<file path="config.mk">
export PLATFORM = sky130hd
export DESIGN_NAME = axi_tagctrl_r
export DESIGN_NICKNAME = d
export VERILOG_FILES = /design/src/rtl/axi_tagctrl_pkg.sv /design/src/rtl/axi_tagctrl_r_skid.sv /design/src/rtl/axi_tagctrl_r.sv
export SDC_FILE = /design/constraint.sdc
export NUM_CORES = 1
export LEC_CHECK = 0
export CAP_MARGIN = 20
export CORE_ASPECT_RATIO = 1.5
export CORE_MARGIN = 3
export CORE_UTILIZATION = 30
export DETAILED_ROUTE_END_ITERATION = 12
export PLACE_DENSITY = 0.58
export SYNTH_ARGS = -nofsm -noshare
export SYNTH_HDL_FRONTEND = slang
export SYNTH_HIERARCHICAL = 1
export SYNTH_SLANG_ARGS = --single-unit
</file>
<file path="constraint.sdc">
create_clock -name clk_i -period 10.57 [get_ports clk_i]
set_clock_uncertainty 0.2 [all_clocks]
set_input_delay 3.171 -clock clk_i [delete_from_list [all_inputs] [get_ports clk_i]]
set_output_delay 3.171 -clock clk_i [all_outputs]
set_load 0.01 [all_outputs]
</file>
<file path="src/rtl/axi_tagctrl_pkg.sv">
// Shared types and width helpers for the CHERI tag controller read path.
package axi_tagctrl_pkg;

    typedef struct packed {
        int unsigned AxiAddrWidth;
        int unsigned AxiDataWidth;
        int unsigned AxiIdWidth;
        int unsigned CapSize;
    } tagctrl_cfg_t;

    // Channel structs below are sized from this configuration.
    localparam tagctrl_cfg_t DefaultCfg = '{
        AxiAddrWidth: 32, AxiDataWidth: 64, AxiIdWidth: 4, CapSize: 128
    };

    localparam int unsigned AddrW = DefaultCfg.AxiAddrWidth;
    localparam int unsigned DataW = DefaultCfg.AxiDataWidth;
    localparam int unsigned IdW   = DefaultCfg.AxiIdWidth;

    // Byte offset inside one capability, and capability index inside one tag word.
    localparam int unsigned TagOffW = $clog2(DefaultCfg.CapSize / 8);
    localparam int unsigned TagIdxW = $clog2(DefaultCfg.AxiDataWidth);
    localparam int unsigned TagLowW = TagOffW + TagIdxW;

    localparam logic [1:0] RespOkay = 2'b00;

    typedef struct packed {
        logic [IdW-1:0]   a_x_id;
        logic [AddrW-1:0] a_x_addr;
        logic [7:0]       a_x_len;
        logic [2:0]       a_x_size;
        logic [1:0]       a_x_burst;
    } tagctrl_desc_t;

    typedef struct packed {
        logic [AddrW-1:0] addr;
    } tagc_req_t;

    typedef struct packed {
        logic [DataW-1:0] data;
        logic [1:0]       resp;
    } tagc_rsp_t;

    typedef struct packed {
        logic [IdW-1:0]   id;
        logic [DataW-1:0] data;
        logic [1:0]       resp;
        logic             last;
        logic             user;
    } r_chan_t;

    typedef enum logic [1:0] {
        IDLE,
        TAG_REQ,
        TAG_WAIT,
        STREAM
    } rd_state_e;

endpackage

</file>
<file path="src/rtl/axi_tagctrl_r_skid.sv">
// Two-entry registered skid buffer for tagged R beats. Accepts a beat
// whenever an entry is free, so one entry in flight sustains 1 beat/cycle.
module axi_tagctrl_r_skid
    import axi_tagctrl_pkg::*;
(
    input  logic    clk,
    input  logic    rst,
    input  r_chan_t push_beat,
    input  logic    push_valid,
    output logic    push_ready,
    output r_chan_t pop_beat,
    output logic    pop_valid,
    input  logic    pop_ready
);

    r_chan_t    mem_q [2];
    logic       wr_q;
    logic       rd_q;
    logic [1:0] cnt_q;
    logic       push;
    logic       pop;

    assign push_ready = (cnt_q != 2'd2);
    assign pop_valid  = (cnt_q != 2'd0);
    assign pop_beat   = mem_q[rd_q];
    assign push       = push_valid && push_ready;
    assign pop        = pop_valid && pop_ready;

    // Pointer and occupancy tracking; reset empties the buffer.
    always_ff @(posedge clk) begin
        if (rst) begin
            wr_q  <= 1'b0;
            rd_q  <= 1'b0;
            cnt_q <= 2'd0;
        end else begin
            if (push) wr_q <= ~wr_q;
            if (pop)  rd_q <= ~rd_q;
            cnt_q <= cnt_q + {1'b0, push} - {1'b0, pop};
        end
    end

    // Payload storage; contents are don't-care while the slot is empty.
    always_ff @(posedge clk) begin
        if (push) mem_q[wr_q] <= push_beat;
    end

endmodule

</file>
<file path="src/rtl/axi_tagctrl_r.sv">
// Read half of the CHERI tag controller: fetches the tag word covering the
// burst, then forwards memory R beats with each capability's tag in r.user.
module axi_tagctrl_r
    import axi_tagctrl_pkg::*;
#(
    parameter tagctrl_cfg_t Cfg = DefaultCfg
) (
    input  logic          clk_i,
    input  logic          rst_i,
    input  tagctrl_desc_t tagctrl_desc_i,
    input  logic          tagctrl_desc_valid_i,
    output logic          tagctrl_desc_ready_o,
    output tagc_req_t     tagc_req_o,
    output logic          tagc_req_valid_o,
    input  logic          tagc_req_ready_i,
    input  tagc_rsp_t     tagc_rsp_i,
    input  logic          tagc_rsp_valid_i,
    output logic          tagc_rsp_ready_o,
    input  r_chan_t       r_chan_mst_i,
    input  logic          r_chan_mst_valid_i,
    output logic          r_chan_mst_ready_o,
    output r_chan_t       r_chan_slv_o,
    output logic          r_chan_slv_valid_o,
    input  logic          r_chan_slv_ready_i
);

    localparam int unsigned OffW = $clog2(Cfg.CapSize / 8);
    localparam int unsigned IdxW = $clog2(Cfg.AxiDataWidth);
    localparam int unsigned LowW = OffW + IdxW;

    rd_state_e        state_q, state_d;
    logic [IdW-1:0]   id_q;
    logic [AddrW-1:0] addr_q;
    logic [7:0]       len_q;
    logic [7:0]       beat_q;
    logic [2:0]       size_q;
    logic [DataW-1:0] tag_q;
    logic [1:0]       tag_resp_q;

    logic             desc_fire;
    logic             rsp_fire;
    logic             beat_fire;
    logic             last_beat;
    logic             word_cross;
    logic [AddrW-1:0] step;
    logic [AddrW-1:0] next_addr;
    logic [IdxW-1:0]  idx;
    logic             skid_ready;
    r_chan_t          skid_beat;

    // Burst id/user/last of the memory beat are regenerated locally; INCR is implied.
    logic unused_ok;
    assign unused_ok = ^{r_chan_mst_i.id, r_chan_mst_i.last, r_chan_mst_i.user,
                         tagctrl_desc_i.a_x_burst};

    assign desc_fire  = tagctrl_desc_valid_i && (state_q == IDLE);
    assign rsp_fire   = tagc_rsp_valid_i && (state_q == TAG_WAIT);
    assign beat_fire  = r_chan_mst_valid_i && skid_ready && (state_q == STREAM);
    assign last_beat  = (beat_q == len_q);
    assign idx        = addr_q[OffW +: IdxW];
    assign step       = AddrW'(1) << size_q;
    assign next_addr  = (addr_q + step) & ~(step - AddrW'(1));
    // Next beat starts a new tag word: fetch it before accepting that beat.
    assign word_cross = (next_addr[LowW-1:0] == '0);

    assign tagc_req_o.addr = {addr_q[AddrW-1:LowW], {LowW{1'b0}}};

    // State register.
    always_ff @(posedge clk_i) begin
        if (rst_i) state_q <= IDLE;
        else       state_q <= state_d;
    end

    // Next-state and handshake outputs.
    always_comb begin
        state_d              = state_q;
        tagctrl_desc_ready_o = 1'b0;
        tagc_req_valid_o     = 1'b0;
        tagc_rsp_ready_o     = 1'b0;
        r_chan_mst_ready_o   = 1'b0;
        case (state_q)
            IDLE: begin
                tagctrl_desc_ready_o = 1'b1;
                if (tagctrl_desc_valid_i) state_d = TAG_REQ;
            end
            TAG_REQ: begin
                tagc_req_valid_o = 1'b1;
                if (tagc_req_ready_i) state_d = TAG_WAIT;
            end
            TAG_WAIT: begin
                tagc_rsp_ready_o = 1'b1;
                if (tagc_rsp_valid_i) state_d = STREAM;
            end
            STREAM: begin
                r_chan_mst_ready_o = skid_ready;
                if (beat_fire) begin
                    if (last_beat)       state_d = IDLE;
                    else if (word_cross) state_d = TAG_REQ;
                end
            end
            default: state_d = IDLE;
        endcase
    end

    // Descriptor, address stepping and tag word registers.
    always_ff @(posedge clk_i) begin
        if (rst_i) begin
            id_q       <= '0;
            addr_q     <= '0;
            len_q      <= '0;
            size_q     <= '0;
            beat_q     <= '0;
            tag_q      <= '0;
            tag_resp_q <= '0;
        end else begin
            if (desc_fire) begin
                id_q   <= tagctrl_desc_i.a_x_id;
                addr_q <= tagctrl_desc_i.a_x_addr;
                len_q  <= tagctrl_desc_i.a_x_len;
                size_q <= tagctrl_desc_i.a_x_size;
                beat_q <= '0;
            end
            if (rsp_fire) begin
                tag_q      <= tagc_rsp_i.data;
                tag_resp_q <= tagc_rsp_i.resp;
            end
            if (beat_fire) begin
                addr_q <= next_addr;
                beat_q <= beat_q + 8'd1;
            end
        end
    end

    // Tagged beat: memory error wins, then tag-fetch error, else OKAY.
    always_comb begin
        skid_beat      = '0;
        skid_beat.id   = id_q;
        skid_beat.data = r_chan_mst_i.data;
        skid_beat.last = last_beat;
        skid_beat.user = tag_q[idx];
        if (r_chan_mst_i.resp != RespOkay) skid_beat.resp = r_chan_mst_i.resp;
        else                               skid_beat.resp = tag_resp_q;
    end

    axi_tagctrl_r_skid u_skid (
        .clk        (clk_i),
        .rst        (rst_i),
        .push_beat  (skid_beat),
        .push_valid (r_chan_mst_valid_i && (state_q == STREAM)),
        .push_ready (skid_ready),
        .pop_beat   (r_chan_slv_o),
        .pop_valid  (r_chan_slv_valid_o),
        .pop_ready  (r_chan_slv_ready_i)
    );

endmodule

</file>
==> flow_summary.json, run 1 <==
{
  "drt-pass1-iter-count": 5,
  "ff2ff_setup_slack_ps": 7090,
  "worstRegToRegCells": 12,
  "p_switching_mw": 0.8673,
  "fmax_ghz": 0.1568,
  "cap_violations": 0,
  "routed_via_density": 4.769,
  "swShare_pct": 28.60,
  "path_cells": "buf_4 > mux2_2 > clkdlybuf4s50_1",
  "period_share_pct": 60.33,
  "drc": 0,
  "seqPwrFrac_pct": 42.4,
  "regToRegStartpoint": "size_q[2]",
  "globalRouteOverflowTotal": 0,
  "post_cts_resized": 0,
  "combPwrFrac_pct": 25.2,
  "row_count": 90,
  "h-tree-depth": 1,
  "final_max_slew_viol_count": 0,
  "io_pins": 303,
  "ys.flop_type": "edfxtp_1",
  "yosysSeqAreaShare_pct": 55.88,
  "syn_area_mm2": 0.01232,
  "dp_hpwl_um": 23110,
  "p_int_mw": 2.166,
  "cts_buffers": 28,
  "grt_pass1_vias": 8838,
  "hold_buffers": 0,
  "netlist_top_cells_area": "edfxtp_1, dfxtp_1, mux2_4",
  "slew_headroom_pct": 31.90,
  "wl_per_cell_um": 17.69,
  "area_growth_pct": 32.07,
  "netlist.area_leader.share_pct": 35.09,
  "clock_latency_ps": 540,
  "grt_usage_pct": 14.14,
  "chipWidth_um": 171.5,
  "hold_ws_ps": 253.4,
  "synth_warnings": 6,
  "drt_iter0_drc": 375,
  "drive_above_1_share_pct": 13.11,
  "p_leak_nw": 5.693,
  "startpoint_type": "register",
  "clock_path_buffers": 3,
  "portBuffers": 284,
  "gp_congestion": 0.8443,
  "slowest_delay_ps": 800,
  "syn_inst": 1073,
  "yosysMostFrequentCell": "nand2_1",
  "crit_required_ps": 7200,
  "setup-violations-final": 0,
  "grt_max_degree": 94,
  "vdd_drop_max_uv": 117.9,
  "whs_path_depth": 2,
  "core_mm2": 0.04043,
  "grt_pass1_wl_um": 48910,
  "ys_types": 67,
  "holdCritPathClass": "register to register",
  "p_per_area_mw_per_mm2": 186.3,
  "synth_edf_count": 144,
  "cts.sinks": 272,
  "avgSynthCellArea_um2": 11.48,
  "die_area_mm2": 0.04359,
  "critPathSlowestCell": "buf_4",
  "status": "finished, final reports clean",
  "ant_nets": 0,
  "endpoint_kind": "output pin",
  "final_hold_viol_count": 0,
  "period_needed_ps": 6377,
  "post_cts.repair.setup_buffers": 0,
  "tns_ps": 0,
  "die_h_um": 254.2,
  "antenna_found_initial": 2,
  "worstMarginPinSlew_ps": 1022,
  "start_util_pct": 30.48,
  "cts_tree": "yes",
  "cts_root_buffer": "clkbuf_16",
  "synth_seq_cells": 272,
  "crit_fanout": 49,
  "synthTopCellsByCount": "nand2_1, edfxtp_1, dfxtp_1",
  "clk_pin_slew_worst_paths_ps": 60,
  "pwr-share-clk_pct": 32.4,
  "wirelength_um": 32580,
  "vias": 8785,
  "r2r_end": "addr_q[16]",
  "synth_top_area_cell": "edfxtp_1",
  "setup.worst_path.end": "r_chan_slv_o[0]",
  "cp.arrival_ps": 3010,
  "critical_path_class": "register to output pin",
  "rsz0062_at_grt": "false",
  "async_flop_share_pct": 0,
  "fin_nets": 1521
}
[cell usage in the layout (no fill, tap or decap), types with 4 or more instances in the layout]
master / netlist / layout
dfxtp_1: 128 / 127
o211ai_1: 4 / 4
mux2_4: 70 / 70
and3_1: 8 / 7
inv_1: 19 / 19
mux4_2: 21 / 21
o21ai_0: 16 / 16
mux2i_1: 5 / 5
nor2_1: 56 / 55
a31oi_1: 4 / 4
nor3_1: 11 / 11
a221oi_1: 4 / 4
xnor2_1: 11 / 11
mux2_2: 5 / 5
nand3_1: 12 / 12
edfxtp_1: 144 / 144
a21oi_1: 109 / 109
a21o_1: 4 / 4
ha_1: 14 / 14
and4_1: 5 / 5
nor4_1: 9 / 9
clkbuf_8: 0 / 6
a311oi_1: 9 / 9
xor2_1: 19 / 19
nor2b_1: 4 / 4
clkdlybuf4s50_1: 0 / 283
and2_1: 7 / 6
conb_1: 1 / 10
buf_4: 33 / 11
nand2b_1: 7 / 7
clkbuf_1: 45 / 7
or2_2: 5 / 5
nand4_1: 6 / 6
nand2_1: 212 / 211
a22oi_1: 5 / 5
clkbuf_16: 0 / 29
[worst min path at each step]
| stage | from | endpoint |
|---|---|---|
| detailed placement | id_q[1] | u_skid/mem_q[0][69] |
| floorplan | id_q[0] | u_skid/mem_q[0][68] |
| global placement | id_q[1] | u_skid/mem_q[0][69] |
| finish | tag_q[24] | tag_q[24] |
| CTS | tag_q[50] | tag_q[50] |
| global route | tag_q[55] | tag_q[55] |
[through the flow]
stage	area, um^2	worst slack [ps]	utilization (%)	power [mW]	cells
floorplan	12360	3466	-	1.788	1082
CTS	16240	4102	40.18	3.085	1839
finish	16280	4193	40.26	3.033	1842
global route	16280	4037	40.26	3.202	1842
detailed placement	15320	4694	37.89	2.082	1787
global placement	15320	4701	37.89	2.069	1787
[power by group through the flow]
| stage | clock, mW | sequential, mW | combinational [mW] |
|---|---|---|---|
| 6_report | 0.981 | 1.29 | 0.764 |
| 5_1_grt | 1.06 | 1.30 | 0.839 |
| 4_1_cts | 1.02 | 1.29 | 0.774 |
| 3_5_place_dp | 0 | 1.31 | 0.770 |
| 3_3_place_gp | 0 | 1.31 | 0.762 |
| 2_1_floorplan | 0 | 1.26 | 0.528 |
[critical path, delay by kind of cell, from the launching register on]
kind | cells | cell delay, ps
buffers and inverters | 2 | 1330
flip-flops | 1 | 640
multiplexers | 1 | 450
[cell type report]
cell class	instances	area, um^2
Clock buffer	44	847.1
Sequential cell	272	6890
Antenna cell	1	2.502
Clock inverter	8	76.32
Timing Repair Buffer	296	2947
Tap cell	506	633.1
Inverter	19	71.32
Multi-Input combinational cell	696	4808
Fill cell	3940	24150
[registers in the layout, indices dropped and copies added, names as in the netlist, named ones only]
register	count
addr_q	32
beat_q	8
id_q	4
len_q	8
size_q	3
state_q	2
tag_q	64
tag_resp_q	2
u_skid/cnt_q	2
u_skid/mem_q	144
u_skid/rd_q	1
u_skid/wr_q	1
[per-layer routing]
layer,track usage (%),wire (um)
met5,0,13
met1,16.71,13100
met2,25.48,16190
met3,3.101,2405
met4,4.372,863
[kinds of logic after synthesis]
logic type,share of synthesized area (%)
AO/OA/AOI/OAI,9.219
XOR/XNOR,2.132
adder cells (fa/ha/maj),1.421
buffers and inverters,5.503
flip-flops,55.88
multiplexers,13.23
other,0.03043
AND/OR/NAND/NOR,12.58
(Power assumes the default switching activity.)
==> run 2, diff against run 1 <==
- clock period: 10.57 -> 6.2 ns (I/O delays scaled with it)
==> run 2 against run 1 <==
  * Die area is the same
  * Global-route usage is essentially flat
  * Sequential power grew 71%
  * Via count grew 0.35%
  * Clock-buffer cell count shrank 5
  * Wire length grew 0.23%
  * Sequential share of layout area shrank 0.27 points
  * Non-clock buffer count shrank 1
  * Critical path depth is the same
  * Total power grew 76%
  * Critical path type unchanged
  * Largest cell class unchanged
==> flow_summary.json, run 2 (synthesis gave the netlist of run 1 again) <==
{
  "largest_register": "u_skid/mem_q",
  "path_cells": "buf_12 > mux2_4 > clkdlybuf4s50_1",
  "dp_hpwl_um": 23090,
  "startpoint_type": "register",
  "setup-violations-final": 0,
  "cts_root_buffer": "clkbuf_16",
  "grt_usage_pct": 14.18,
  "final_util_pct": 40.51,
  "grt_max_degree": 91,
  "period_share_pct": 76.48,
  "slowest_delay_ps": 820,
  "cts_buffers": 29,
  "io_pins": 303,
  "seqPwrFrac_pct": 41.4,
  "p_total_mw": 5.323,
  "ff2ff_setup_slack_ps": 2710,
  "core_mm2": 0.04043,
  "setup.worst_path.end": "r_chan_slv_o[15]",
  "start_util_pct": 30.48,
  "fmax_ghz": 0.2109,
  "clk_pin_slew_worst_paths_ps": 60,
  "wirelength_um": 32650,
  "drt_iter0_drc": 459,
  "area_growth_pct": 32.91,
  "row_count": 90,
  "tns_ps": 0,
  "pwr-share-clk_pct": 34.3,
  "worstMarginPinSlew_ps": 1122,
  "drc": 0,
  "final_hold_viol_count": 0,
  "p_int_mw": 3.805,
  "final_max_slew_viol_count": 0,
  "die_h_um": 254.2,
  "critPathSlowestCell": "dfxtp_4",
  "multi_input_area_mm2": 0.004808,
  "wl_per_cell_um": 17.73,
  "endpoint_kind": "output pin",
  "chipWidth_um": 171.5,
  "critical_path_class": "register to output pin",
  "holdCritPathClass": "register to register",
  "p_switching_mw": 1.518,
  "cap_violations": 0,
  "die_area_mm2": 0.04359,
  "worstRegToRegCells": 10,
  "p_leak_nw": 5.735,
  "fin_nets": 1521,
  "cts_tree": "yes",
  "final_cell_mix": "clkdlybuf4s50_1, nand2_1, edfxtp_1, dfxtp_1, a21oi_1",
  "slew_headroom_pct": 24.94,
  "gp_congestion": 0.8523,
  "antenna_found_initial": 0,
  "h-tree-depth": 1,
  "drive_above_1_share_pct": 13.47,
  "crit_fanout": 37,
  "globalRouteOverflowTotal": 0,
  "grt_pass1_vias": 8636,
  "cts.sinks": 272,
  "post_cts.repair.setup_buffers": 0,
  "largest_register_ffs": 144,
  "crit_required_ps": 4140,
  "antennaDiodeCount": 0,
  "status": "finished, final reports clean",
  "final_common_cell": "clkdlybuf4s50_1",
  "period_needed_ps": 4741,
  "clock_latency_ps": 560,
  "swShare_pct": 28.52,
  "vias": 8816,
  "regToRegStartpoint": "size_q[2]",
  "fillers": 3882,
  "cp.arrival_ps": 2680,
  "drt-pass1-iter-count": 5,
  "reg.largest.list": "u_skid/mem_q x144, tag_q x64, addr_q x32",
  "r2r_end": "addr_q[10]",
  "hold_buffers": 0,
  "vdd_drop_max_uv": 190.5,
  "routed_via_density": 4.786,
  "post_cts_resized": 0,
  "rsz0062_at_grt": "false",
  "combPwrFrac_pct": 24.3,
  "grt_pass1_wl_um": 48690,
  "clock_path_buffers": 3,
  "final-seq-area_mm2": 0.006890,
  "ant_nets": 0,
  "portBuffers": 284,
  "p_per_area_mw_per_mm2": 325.0
}
-- run 2: final cells by class --
cell class / instances / area share [%]
sequential: 272 / 42.07
multi-input combinational: 696 / 29.36
timing repair buffer: 295 / 18.07
clock buffer: 39 / 4.989
tap: 506 / 3.866
clock inverter: 15 / 1.207
inverter: 19 / 0.4354
-- run 2: how the worst min path moves through the flow --
stage,start,endpoint,slack [ps],depth (start not counted)
2_1_floorplan,id_q[0],u_skid/mem_q[0][68],230,0
3_3_place_gp,id_q[2],u_skid/mem_q[1][70],230,0
3_5_place_dp,id_q[2],u_skid/mem_q[1][70],250,0
4_1_cts,tag_q[57],tag_q[57],260,2
5_1_grt,id_q[2],u_skid/mem_q[1][70],270,0
6_report,tag_q[20],tag_q[20],250,2
-- run 2: worst max-delay path: cells and delay by family, from the launching register on --
kind | cells | cell delay [ps]
buffers and inverters | 2 | 860
flip-flops | 1 | 820
multiplexers | 1 | 330
-- run 2: per-layer routing --
metal | vias up | track usage (%) | share of wire, %
li1 | 4268 | - | -
met1 | 4209 | 17.29 | 41
met2 | 288 | 25.17 | 50
met3 | 51 | 2.791 | 6.7
met4 | 0 | 4.395 | 2.5
met5 | - | 0 | 0
-- run 2: metrics by stage --
step           std cells  instance area (um^2)  worst slack [ps]  hold WS, ps
3_5_place_dp        1787                 15340              1829        245.7
4_1_cts             1841                 16360              1413        255.6
6_report            1842                 16380              1459        251.9
2_1_floorplan       1082                 12360             406.6        225.4
5_1_grt             1842                 16380              1380        266.9
3_3_place_gp        1787                 15340              1829        231.2
-- run 2: power by group through the flow --
stage	clock [mW]	sequential, mW	combinational (mW)
3_3_place_gp	0	2.24	1.29
3_5_place_dp	0	2.25	1.30
4_1_cts	1.90	2.21	1.31
6_report	1.83	2.20	1.29
2_1_floorplan	0	2.15	0.900
5_1_grt	1.96	2.23	1.41
==> run 3, diff against run 2 <==
- PLACE_DENSITY: 0.58 -> 0.6
- clock period: 6.2 -> 3.8 ns (I/O delays scaled with it)
==> run 3 against run 2 <==
  * Die area did not move
  * Non-clock buffer count rose by 14
  * Sequential cell count did not move
  * Core utilization rose by 0.074 points
  * Global-route usage fell by 0.098 points
  * Worst setup slack got worse by 1300 ps
  * Total power rose by 58%
  * Combinational power rose by 71%
  * Highest routed layer is now met5
==> flow_summary.json, run 3 (synthesis gave the netlist of run 1 again) <==
{
  "status": "finished, final reports clean",
  "crit_fanout": 26,
  "fmax_ghz": 0.2732,
  "grt_usage_pct": 14.08,
  "start_util_pct": 30.48,
  "combPwrFrac_pct": 26.1,
  "slowest_delay_ps": 600,
  "largest_register": "u_skid/mem_q",
  "wl_per_cell_um": 17.44,
  "seqPwrFrac_pct": 42.2,
  "slew_headroom_pct": 56.43,
  "drt-pass1-iter-count": 5,
  "fin_nets": 1535,
  "drt_iter0_drc": 432,
  "tns_ps": 0,
  "antenna_found_initial": 4,
  "startpoint_type": "register",
  "grt_pass1_wl_um": 48530,
  "swShare_pct": 29.46,
  "hold_ws_ps": 244.8,
  "pwr-share-clk_pct": 31.6,
  "period_share_pct": 96.31,
  "clock_latency_ps": 550,
  "gp_congestion": 0.8128,
  "final-seq-area_mm2": 0.006890,
  "dp_cells": 1802,
  "cts_root_buffer": "clkbuf_16",
  "endpoint_kind": "output pin",
  "place_ws_ps": 232.3,
  "setup-violations-final": 0,
  "fin_ws_ps": 140.2,
  "reg.largest.list": "u_skid/mem_q x144, tag_q x64, addr_q x32",
  "core_mm2": 0.04043,
  "holdCritPathClass": "register to register",
  "dp_hpwl_um": 23930,
  "post_cts.repair.setup_buffers": 0,
  "post_cts_resized": 0,
  "critical_path_class": "register to output pin",
  "p_per_area_mw_per_mm2": 512.2,
  "final_cell_mix": "clkdlybuf4s50_1, nand2_1, edfxtp_1, dfxtp_1, a21oi_1",
  "critPathSlowestCell": "dfxtp_4",
  "cap_violations": 0,
  "drive_above_1_share_pct": 14.16,
  "path_cells": "buf_12 > mux2_4 > clkdlybuf4s50_1",
  "vias": 8818,
  "cts_buffers": 29,
  "p_switching_mw": 2.476,
  "h-tree-depth": 1,
  "fillers": 3876,
  "p_leak_nw": 5.786,
  "period_needed_ps": 3660,
  "die_h_um": 254.2,
  "routed_via_density": 4.751,
  "largest_register_ffs": 144,
  "vdd_drop_max_uv": 360.6,
  "final_common_cell": "clkdlybuf4s50_1",
  "final_hold_viol_count": 0,
  "cts.sinks": 272,
  "rsz0062_at_grt": "false",
  "cp.arrival_ps": 2320,
  "area_growth_pct": 33.15,
  "ant_nets": 0,
  "multi_input_area_mm2": 0.004808,
  "row_count": 90,
  "chipWidth_um": 171.5,
  "grt_max_degree": 73,
  "cts_tree": "yes",
  "portBuffers": 284,
  "clock_path_buffers": 3,
  "drc": 0,
  "crit_required_ps": 2460,
  "die_area_mm2": 0.04359,
  "io_pins": 303,
  "globalRouteOverflowTotal": 0,
  "hold_buffers": 0,
  "wirelength_um": 32370,
  "p_int_mw": 5.929,
  "clk_pin_slew_worst_paths_ps": 60,
  "fin_cells": 1856,
  "worstMarginPinSlew_ps": 653.5,
  "final_max_slew_viol_count": 0,
  "grt_pass1_vias": 8780
}
## run 3: cell type report
cell class	count	area share, %
Antenna cell	1	0.01525
Clock buffer	32	4.682
Clock inverter	21	0.8007
Inverter	19	0.4347
Multi-Input combinational cell	696	29.30
Sequential cell	272	41.99
Tap cell	506	3.858
Timing Repair Buffer	309	18.91
## run 3: final timing paths
check                 start                   to  slack, ps  depth (start not counted)
setup / recovery   register     r_chan_slv_o[37]        140                          3
hold / removal      id_q[3]  u_skid/mem_q[1][71]        240                          0
setup reg to reg  size_q[1]           addr_q[16]        490                         12
hold reg to reg     id_q[3]  u_skid/mem_q[1][71]        240                          0
## run 3: routing by layer
layer / global-route usage, % / routed length (um) / vias to the layer above
met4: 5.246 / 1085 / 6
met5: 0 / 36 / -
li1: - / - / 4300
met2: 24.76 / 15900 / 309
met3: 3.489 / 2512 / 62
met1: 16.55 / 12840 / 4141
## run 3: critical path: cells and delay by family, from the launching register on
kind | cells | cell delay, ps
buf+inv | 2 | 810
mux | 1 | 320
flops | 1 | 600
## run 3: through the flow
step	cell area (um^2)	utilization (%)	total power [mW]
6_report	16410	40.59	8.405
4_1_cts	16410	40.58	8.550
3_5_place_dp	15510	38.36	5.846
2_1_floorplan	12360	-	4.970
5_1_grt	16410	40.59	8.860
3_3_place_gp	15510	38.36	5.810
## run 3: power groups by stage
stage          registers [mW]  clock network (mW)  logic [mW]
2_1_floorplan            3.50                   0        1.47
3_3_place_gp             3.60                   0        2.21
3_5_place_dp             3.61                   0        2.23
4_1_cts                  3.55                2.76        2.24
5_1_grt                  3.58                2.88        2.41
6_report                 3.55                2.66        2.20
==> edit, RTL diff (flow settings as in run 2) <==
Re-encode `rd_state_e` (4 states) as one-hot, 4 bits wide.
--- a/src/rtl/axi_tagctrl_pkg.sv
+++ b/src/rtl/axi_tagctrl_pkg.sv
@@ -49,11 +49,11 @@
         logic             user;
     } r_chan_t;
 
-    typedef enum logic [1:0] {
-        IDLE,
-        TAG_REQ,
-        TAG_WAIT,
-        STREAM
+    typedef enum logic [3:0] {
+        IDLE     = 4'b0001,
+        TAG_REQ  = 4'b0010,
+        TAG_WAIT = 4'b0100,
+        STREAM   = 4'b1000
     } rd_state_e;
 
 endpackage
Formal check against the unedited RTL: no difference found for any inputs over 4 cycles, from zero or initial values and one cycle with rst_i high; so few cycles prove little.
==> edit against run 2 <==
Die area increased by 0.95%. Sequential cell count increased by 2. First-iteration DRC count up 23%. Via count shrank 0.53%. Utilization grew 0.14 points. Worst setup slack lost 0.067 ns. Wire length shrank 1.6%. Count of clock-buffer cells in the layout decreased by 10. Power fell by 14%. Synthesized area grew 0.97%. Design area grew 0.89%. Fmax down 1.4%.
==> edit: results (changes against run 2) <==
metric;value;unit;change
setup_viol;0;;unchanged
ys_types;70;;+4.5%
cts_setup_buffers;0;;unchanged
reg2reg_depth;10;;unchanged
cts-root-buf;clkbuf_16;;
clk_path_buf_depth;3;;unchanged
drive_gt1_share;13.5;%;about the same
synthTopCellsByArea;edfxtp_1 (35%), dfxtp_1 (21%), mux2_4 (8.4%), nand2_1 (6.2%), a21oi_1 (4.4%);;
cp_max_fo;41;;+11%
yosys-top-cells-count;nand2_1 (206), edfxtp_1 (144), dfxtp_1 (130);;
hp-class;flip-flop to flip-flop;;
r2r_end;addr_q[15]$_SDFFE_PP0P_;;
io_buffer_count;284;;unchanged
slowest_delay;0.86;ns;+0.04 ns
synthFlopType;edfxtp_1;;
clk_latency;0.56;ns;about the same
min_from;tag_q[49]$_SDFFE_PP0P_;;
drt-pass1-iter-count;5;;unchanged
min_to;tag_q[49]$_SDFFE_PP0P_;;
vias_per_cell;4.64;;-3.1%
ys_seq_area_share;55.7;%;-0.22 points
hold_ws;0.252;ns;+0.000339 ns
reg2reg_from;size_q[1]$_SDFFE_PP0P_;;
dr.first_iter.drc_count;566;;+23%
whs_path_depth;2;;unchanged
async_reset_ff_share;0;%;unchanged
grt_max_degree;67;;-26%
gp_congestion;0.831;;-2.5%
place_ws;1.89;ns;+0.0615 ns
slew_headroom;34.7;%;+9.8 points
synth_cells;1072;;-0.093%
worstPathArrival;2.75;ns;+0.07 ns
grt_pass1_wl;48600;um;-0.24%
wl_per_cell;17.0;um;-4.1%
dp_cells;1836;;+2.7%
fin_nets;1519;;-0.13%
postPlaceCellArea;15500;sq um;+1.2%
grt_util_all_layers;13.9;%;-0.33 points
ir_worst_vdd;0.166;mV;-13%
htree_num_levels;1;;unchanged
numCtsBuffers;28;;-3.4%
status;finished, final reports clean;;
clk_pin_slew;0.06;ns;about the same
r2r_slack;2.65;ns;-0.06 ns
p_leak;5.68;nW;-0.94%
dpl.hpwl;23100;um;+0.12%
routed-via-count;8769;;-0.53%
synth_edf_count;144;;unchanged
crit_family;buffers and inverters;;
cts_resized;0;;unchanged
antenna_found_initial;2;;+2
edit: cell count changes in the layout (fill, tap and decap cells not counted), moves of 6 or more:
| cell | before | now |
|---|---|---|
| inv_1 | 19 | 9 |
| a311oi_1 | 9 | 2 |
| nand2_1 | 211 | 205 |
| buf_4 | 9 | 15 |
| nor2_1 | 55 | 36 |
edit: routing by layer:
layer	up-vias	global-route usage [%]	routed length (um)
met2	288	24.3	16000
li1	4313	-	-
met5	-	0	12
met3	46	3.79	2630
met4	2	4.19	733
met1	4120	16.4	12800
edit: worst max-delay path by stage:
stage | start | endpoint | slack (ns) | cells past startpoint
floorplan | r_chan_mst_valid_i | u_skid/mem_q[0][0]$_DFFE_PP_ | 0.42 | 3
global placement | r_chan_mst_valid_i | u_skid/mem_q[1][31]$_DFFE_PP_ | 1.91 | 4
detailed placement | r_chan_mst_valid_i | u_skid/mem_q[1][31]$_DFFE_PP_ | 1.89 | 4
CTS | flip-flop | r_chan_slv_o[54] | 1.29 | 3
global route | flip-flop | r_chan_slv_o[54] | 1.26 | 3
finish | flip-flop | r_chan_slv_o[54] | 1.39 | 3
edit: tightest hold or removal path: cells and delay by family (launching register included):
kind             cells  cell delay [ns]
AND/OR/NAND/NOR      1             0.05
flip-flops           1             0.31
AO/OA/AOI/OAI        1             0.05
edit: cell families (layout without fill, tap and decap cells):
logic type,count (synthesis),count (layout),synth area share (%)
AND/OR/NAND/NOR,349,349,12.8
flip-flops,274,274,55.7
AO/OA/AOI/OAI,196,196,9.57
buffers and inverters,106,362,5.32
multiplexers,104,104,13.3
XOR/XNOR,32,32,2.25
adder cells (fa/ha/maj),10,10,1.01
other,1,11,0.0301
edit: final cells by class:
type                    instances  area (sq um)
diodes                          1          2.50
inverters                      10          37.5
multi-input cells             701          4910
fillers                      3913         24100
clock inverters                23           268
clock buffers                  29           704
flip-flops and latches        274          6930
repair buffers                300          2990
well taps                     552           691
edit: power breakdown:
group | switching, mW | internal [mW] | leakage [nW]
Sequential | 0.106 | 1.98 | 2.35
Clock | 0.738 | 1.04 | 0.461
Combinational | 0.342 | 0.356 | 2.87
